**src/rtl/pipeline_sequencer_pkg.sv**
```systemverilog
// Shared types and constants for the pipeline sequencer: multicycle FSM states,
// default stage indices and the countdown width helper.
package pipeline_sequencer_pkg;

   typedef enum logic {
      IDLE = 1'b0,
      BUSY = 1'b1
   } multi_state_e;

   localparam int FETCH  = 0;
   localparam int DECODE = 1;
   localparam int EXEC   = 2;
   localparam int MEM    = 3;
   localparam int WB     = 4;

   function automatic int cnt_width(input int latency);
      return $clog2(latency);
   endfunction

endpackage

```
**src/rtl/pipeline_sequencer_if.sv**
```systemverilog
// Hazard inputs and per-stage control outputs of the pipeline sequencer.
// The sequencer side uses the master modport, the datapath side the slave.
interface pipeline_sequencer_if #(
   parameter int STAGES = 5
);
   logic              ext_stall;
   logic              multi_start;
   logic              branch_taken;
   logic              load_use;
   logic [STAGES-1:0] enable;
   logic [STAGES-1:0] flush;
   logic [STAGES-1:0] valid;
   logic              busy;
   logic              multi_done;

   modport master (
      input  ext_stall, multi_start, branch_taken, load_use,
      output enable, flush, valid, busy, multi_done
   );

   modport slave (
      output ext_stall, multi_start, branch_taken, load_use,
      input  enable, flush, valid, busy, multi_done
   );
endinterface

```
**src/rtl/pipeline_sequencer_multi.sv**
```systemverilog
// IDLE/BUSY hold FSM for multicycle ops in the execute stage. The start cycle
// plus MULTI_LATENCY-1 busy cycles keep the op in place; stalls freeze it.
module pipeline_sequencer_multi
   import pipeline_sequencer_pkg::*;
#(
   parameter int MULTI_LATENCY = 4
) (
   input  logic clk,
   input  logic rst,
   input  logic stall,
   input  logic start,
   output logic busy,
   output logic multi_done
);
   localparam int CW = cnt_width(MULTI_LATENCY);
   localparam logic [CW-1:0] LOAD_VAL = CW'(MULTI_LATENCY - 2);

   multi_state_e  state_reg, state_next;
   logic [CW-1:0] cnt_reg, cnt_next;

   always_ff @(posedge clk or posedge rst) begin
      if (rst) begin
         state_reg <= IDLE;
         cnt_reg   <= '0;
      end else begin
         state_reg <= state_next;
         cnt_reg   <= cnt_next;
      end
   end

   always_comb begin
      state_next = state_reg;
      cnt_next   = cnt_reg;
      multi_done = 1'b0;
      case (state_reg)
         IDLE: begin
            if (start && !stall) begin
               state_next = BUSY;
               cnt_next   = LOAD_VAL;
            end
         end
         BUSY: begin
            // The done pulse persists through stalls; only a live cycle retires the op.
            if (cnt_reg == '0) begin
               multi_done = 1'b1;
               if (!stall) begin
                  state_next = IDLE;
               end
            end else if (!stall) begin
               cnt_next = cnt_reg - 1'b1;
            end
         end
         default: begin
            state_next = IDLE;
         end
      endcase
   end

   assign busy = (state_reg == BUSY);

endmodule

```
**src/rtl/pipeline_sequencer.sv**
```systemverilog
// Stall/flush controller for the pipelined datapath: prioritised hazard decode
// and per-stage valid tracking. Define PIPELINE_SEQUENCER_LOAD_USE_EN to honour load_use.
module pipeline_sequencer
   import pipeline_sequencer_pkg::*;
#(
   parameter int STAGES        = 5,
   parameter int HAZ_STAGE     = DECODE,
   parameter int EXEC_STAGE    = EXEC,
   parameter int MULTI_LATENCY = 4
) (
   input  logic                      clk,
   input  logic                      rst,
   pipeline_sequencer_if.master      bus
);
   logic [STAGES-1:0] stage_enable;
   logic [STAGES-1:0] stage_flush;
   logic [STAGES-1:0] valid_reg, valid_next;
   logic [STAGES-1:0] hold_exec_mask, exec_bubble_mask;
   logic [STAGES-1:0] hold_haz_mask, haz_bubble_mask;
   logic [STAGES-1:0] wrong_path_mask;
   logic              busy;
   logic              multi_done;
   logic              load_use_act;

`ifdef PIPELINE_SEQUENCER_LOAD_USE_EN
   assign load_use_act = bus.load_use;
`else
   wire unused_load_use = bus.load_use;
   assign load_use_act = 1'b0;
`endif

   pipeline_sequencer_multi #(
      .MULTI_LATENCY (MULTI_LATENCY)
   ) u_multi (
      .clk        (clk),
      .rst        (rst),
      .stall      (bus.ext_stall),
      .start      (bus.multi_start),
      .busy       (busy),
      .multi_done (multi_done)
   );

   genvar gi;
   generate
      for (gi = 0; gi < STAGES; gi++) begin : g_mask
         assign hold_exec_mask[gi]   = (gi <= EXEC_STAGE);
         assign exec_bubble_mask[gi] = (gi == EXEC_STAGE + 1);
         assign hold_haz_mask[gi]    = (gi <= HAZ_STAGE);
         assign haz_bubble_mask[gi]  = (gi == HAZ_STAGE + 1);
         assign wrong_path_mask[gi]  = (gi >= 1) && (gi <= EXEC_STAGE);
      end
   endgenerate

   always_comb begin
      stage_enable = '1;
      stage_flush  = '0;
      if (rst) begin
         stage_enable = '0;
         stage_flush  = '1;
      end else if (bus.ext_stall) begin
         stage_enable = '0;
      end else if (busy || bus.multi_start) begin
         stage_enable = ~hold_exec_mask;
         stage_flush  = exec_bubble_mask;
      end else if (bus.branch_taken) begin
         // Branch beats load-use: the dependent instruction is on the wrong path.
         stage_flush  = wrong_path_mask;
      end else if (load_use_act) begin
         stage_enable = ~hold_haz_mask;
         stage_flush  = haz_bubble_mask;
      end
   end

   generate
      for (gi = 0; gi < STAGES; gi++) begin : g_valid
         if (gi == 0) begin : g_head
            assign valid_next[gi] = stage_enable[gi] ? ~stage_flush[gi] : valid_reg[gi];
         end else begin : g_body
            assign valid_next[gi] = stage_enable[gi] ? (~stage_flush[gi] & valid_reg[gi-1])
                                                     : valid_reg[gi];
         end
      end
   endgenerate

   always_ff @(posedge clk or posedge rst) begin
      if (rst) begin
         valid_reg <= '0;
      end else begin
         valid_reg <= valid_next;
      end
   end

   assign bus.enable     = stage_enable;
   assign bus.flush      = stage_flush;
   assign bus.valid      = valid_reg;
   assign bus.busy       = busy;
   assign bus.multi_done = multi_done;

endmodule

```
**src/flat_wrapper.sv**
```systemverilog
// flat-port wrapper written by rule: the top's interface ports become plain ports
module pipeline_sequencer_flat import pipeline_sequencer_pkg::*;
#(
   parameter int STAGES        = 5,
   parameter int HAZ_STAGE     = DECODE,
   parameter int EXEC_STAGE    = EXEC,
   parameter int MULTI_LATENCY = 4
)
  (clk, rst, bus_ext_stall, bus_multi_start, bus_branch_taken, bus_load_use, bus_enable, bus_flush, bus_valid, bus_busy, bus_multi_done);
  pipeline_sequencer_if #(.STAGES(STAGES)) bus_i ();
  input  logic clk;
  input  logic rst;
  input wire logic [$bits(bus_i.ext_stall)-1:0] bus_ext_stall;
  input wire logic [$bits(bus_i.multi_start)-1:0] bus_multi_start;
  input wire logic [$bits(bus_i.branch_taken)-1:0] bus_branch_taken;
  input wire logic [$bits(bus_i.load_use)-1:0] bus_load_use;
  output wire logic [$bits(bus_i.enable)-1:0] bus_enable;
  output wire logic [$bits(bus_i.flush)-1:0] bus_flush;
  output wire logic [$bits(bus_i.valid)-1:0] bus_valid;
  output wire logic [$bits(bus_i.busy)-1:0] bus_busy;
  output wire logic [$bits(bus_i.multi_done)-1:0] bus_multi_done;
  assign bus_i.ext_stall = bus_ext_stall;
  assign bus_i.multi_start = bus_multi_start;
  assign bus_i.branch_taken = bus_branch_taken;
  assign bus_i.load_use = bus_load_use;
  assign bus_enable = bus_i.enable;
  assign bus_flush = bus_i.flush;
  assign bus_valid = bus_i.valid;
  assign bus_busy = bus_i.busy;
  assign bus_multi_done = bus_i.multi_done;
  pipeline_sequencer #(.STAGES(STAGES), .HAZ_STAGE(HAZ_STAGE), .EXEC_STAGE(EXEC_STAGE), .MULTI_LATENCY(MULTI_LATENCY)) u_core (.clk(clk), .rst(rst), .bus(bus_i));
endmodule
```
**config.mk**
```make
export PLATFORM = sky130hd
export DESIGN_NAME = pipeline_sequencer_flat
export DESIGN_NICKNAME = d
export VERILOG_FILES = /design/src/rtl/pipeline_sequencer_pkg.sv /design/src/rtl/pipeline_sequencer_if.sv /design/src/rtl/pipeline_sequencer_multi.sv /design/src/rtl/pipeline_sequencer.sv /design/src/flat_wrapper.sv
export SDC_FILE = /design/constraint.sdc
export NUM_CORES = 1
export LEC_CHECK = 0
export ABC_CLOCK_PERIOD_IN_PS = 4900
export CAP_MARGIN = 20
export CELL_PAD_IN_SITES_DETAIL_PLACEMENT = 2
export CELL_PAD_IN_SITES_GLOBAL_PLACEMENT = 2
export CORE_AREA = 2 2 48 50
export CTS_CLUSTER_SIZE = 25
export DETAILED_ROUTE_END_ITERATION = 16
export DIE_AREA = 0 0 50 52
export PLACE_DENSITY = 0.9
export SLEW_MARGIN = 0
export SYNTH_ARGS = -nofsm -noshare
export SYNTH_HDL_FRONTEND = slang
export SYNTH_HIERARCHICAL = 1
export SYNTH_SLANG_ARGS = --single-unit
```
**constraint.sdc**
```tcl
create_clock -name clk -period 4.9 [get_ports clk]
set_input_delay 1.47 -clock clk [delete_from_list [all_inputs] [get_ports clk]]
set_output_delay 1.47 -clock clk [all_outputs]
set_load 0.05 [all_outputs]
```
==> results.py <==
metrics = {
    "finish": {
        "fill_cells": 229,
        "areaGrowthSynthToFinish_pct": 51.0,
        "regArea_sq_um": 200,
        "largest_reg_flops": 5,
        "multi_input_area_sq_um": 213,
        "diodes": 0,
        "drive_above_1_share_pct": 33.8,
        "nNetsFinal": 74,
        "final_util_pct": 34.8,
    },
    "clock_network": {
        "clock_latency_ps": 250,
        "cts_setup_buffers": 0,
        "cts_tree": "yes",
        "cts.reportedPaths.clkPinSlew_ps": 60,
        "cts_max_level": 1,
        "root_buffer": "clkbuf_4",
        "cts_buffers": 3,
        "clockBufferDepth": 2,
        "hold_buffers": 0,
        "cts-resized-gates": 0,
        "cts_sinks": 8,
    },
    "global_route": {
        "antenna_found_initial": 0,
        "grt_pass1_wl_microns": 2280,
        "grt_pass1_vias": 437,
        "grtUsageTotal_pct": 11.7,
        "grt-ovfl-total": 0,
        "grt_max_degree": 12,
    },
    "sta": {
        "setup_viol": 0,
        "hold_viol_final": 0,
        "finalMaxSlewViolations": 0,
        "maxSlewHeadroom_pct": 65.8,
        "hold_ws_ps": 496,
        "grt_setup_unrepaired": "no",
        "finalCritPeriodShare_pct": 89.9,
        "fin_crit_ps": 4400,
        "max_freq_mhz": 227,
        "final.setup.tns_ps": 0,
        "tightest_slew_ps": 512,
        "skew_ps": 2.07,
    },
    "die": {
        "die_w_microns": 50,
        "rows": 17,
        "die_area_sq_um": 2600,
        "core_sq_um": 2110,
        "die_y_microns": 52,
        "start_util_pct": 23.1,
        "ios": 23,
    },
    "synth": {
        "yosysMostFrequentCell": "dfrtp_1",
        "synth_cells": 46,
        "syn_area_sq_um": 485,
        "yosysWarnings": 6,
        "ys_seq_area_share_pct": 41.2,
        "synth-edff-count": 0,
        "yosysTopAreaCell": "dfrtp_1",
        "ys.flop_type": "dfrtp_1",
        "syn_nets": 53,
        "synth_cell_types": 25,
        "ys_seq_elements": 8,
        "synth.top_cell.area_share_pct": 41.2,
        "syn_avg_cell_area_sq_um": 10.6,
        "synthArstFlopShare_pct": 100,
        "synthTopCellsByCount": "dfrtp_1, buf_4, inv_1",
        "yosys-top-cells-area": "dfrtp_1, buf_4, inv_1",
    },
    "setup_path": {
        "max_stage_delay_ps": 860,
        "cp-end-kind": "output pin",
        "critPathArrivalTime_ps": 2930,
        "path_delay_family": "buffers and inverters",
        "cp_max_fo": 8,
        "crit_buf_inv": 2,
        "cp_common_cell": "clkdlybuf4s50_1",
        "worstPathCellList": "clkdlybuf4s50_1 > clkdlybuf4s50_1",
        "worstPathRequired_ps": 3430,
        "critPathSlowestCell": "clkdlybuf4s50_1",
        "critical_path_class": "in -> out",
        "crit_path_start_kind": "input pin",
    },
    "detailed_routing": {
        "drt-initial-drc-count": 1,
        "drc": 0,
        "wl_microns": 1340,
        "firstDrtPassIters": 4,
        "post_drt_wl_per_cell_microns": 14.4,
        "vias_per_cell": 4.37,
        "vias": 406,
        "ant_nets": 0,
    },
    "status": {
        "outcome": "finished clean",
    },
    "job": {
        "drv_cap": 0,
    },
    "placement": {
        "globalplace.congestion": 0.644,
        "hpwl_microns": 1170,
        "port_buffers": 21,
    },
    "hold_path": {
        "min_path_type": "reg -> reg",
    },
    "power": {
        "leakagePower_nw": 0.334,
        "irDropWorstVdd_mv": 0.204,
        "p_per_area_nw_per_um2": 532,
    },
}
report_power, final:
group / internal (mW) / leakage [nW] / switching, mW
Combinational: 0.0887 / 0.224 / 0.135
Sequential: 0.0893 / 0.0963 / 0.0260
Clock: 0.0280 / 0.0138 / 0.0224
Total: 0.206 / 0.334 / 0.184
final timing paths:
check | slack [ps] | from | endpoint | depth (start not counted)
hold / removal | 500 | u_core/bus.valid[0] | u_core/bus.valid[0] | 1
setup reg to reg | 3350 | u_core/u_multi/busy | u_core/bus.valid[1] | 3
setup / recovery | 500 | rst | bus_flush[0] | 2
max in group asynchronous | 3070 | rst | u_core/bus.valid[4] | 2
hold reg to reg | 500 | u_core/bus.valid[0] | u_core/bus.valid[0] | 1
min in group asynchronous | 1570 | rst | u_core/u_multi/cnt_reg[0] | 2
worst register-to-register path, delay by kind of cell, from the launching register on:
kind                   cells  cell delay, ps
buffers and inverters      1             160
flip-flops                 1             490
multiplexers               1             310
AND/OR/NAND/NOR            1             480
final cells by class:
cell class,count,share of cell area [%]
tap,28,4.78
multi-input combinational,25,29.0
timing repair buffer,22,32.1
inverter,7,3.75
clock buffer,3,3.07
sequential,8,27.3
cell families (layout without fill, tap and decap cells):
| logic type | count (synthesis) | in the layout | share of synthesized area (%) |
|---|---|---|---|
| muxes | 3 | 3 | 7.47 |
| DFF | 8 | 8 | 41.2 |
| adders and majority gates | 1 | 1 | 2.58 |
| AOI/OAI and AO/OA | 8 | 8 | 13.9 |
| buffers and inverters | 13 | 32 | 14.9 |
| and+or+nand+nor | 13 | 13 | 19.8 |
placed cells by master, fill, tap and decap left out, types with 2 or more instances in the layout:
cell / netlist / final
buf_12: 0 / 3
buf_4: 6 / 6
dfrtp_1: 8 / 8
clkbuf_4: 0 / 3
o21ai_0: 2 / 2
nand2b_1: 3 / 3
nor2_1: 2 / 2
inv_1: 6 / 6
clkdlybuf4s50_1: 0 / 13
layer usage:
| metal | routed length [microns] | up-vias | global-route usage, % |
|---|---|---|---|
| met5 | 0 | - | 0 |
| met4 | 0 | 0 | 1.39 |
| met3 | 103 | 0 | 4.02 |
| met2 | 704 | 21 | 21.3 |
| met1 | 534 | 194 | 13.5 |
| li1 | - | 191 | - |
metrics by stage:
stage,instance area (sq um),instances,total power [mW],setup WS [ps]
global route,733,93,0.416,443
CTS,733,93,0.396,487
floorplan,485,46,0.268,803
global placement,711,90,0.333,480
detailed placement,711,90,0.344,484
finish,733,93,0.390,497
Note: power is estimated with default switching activity, not from simulation.
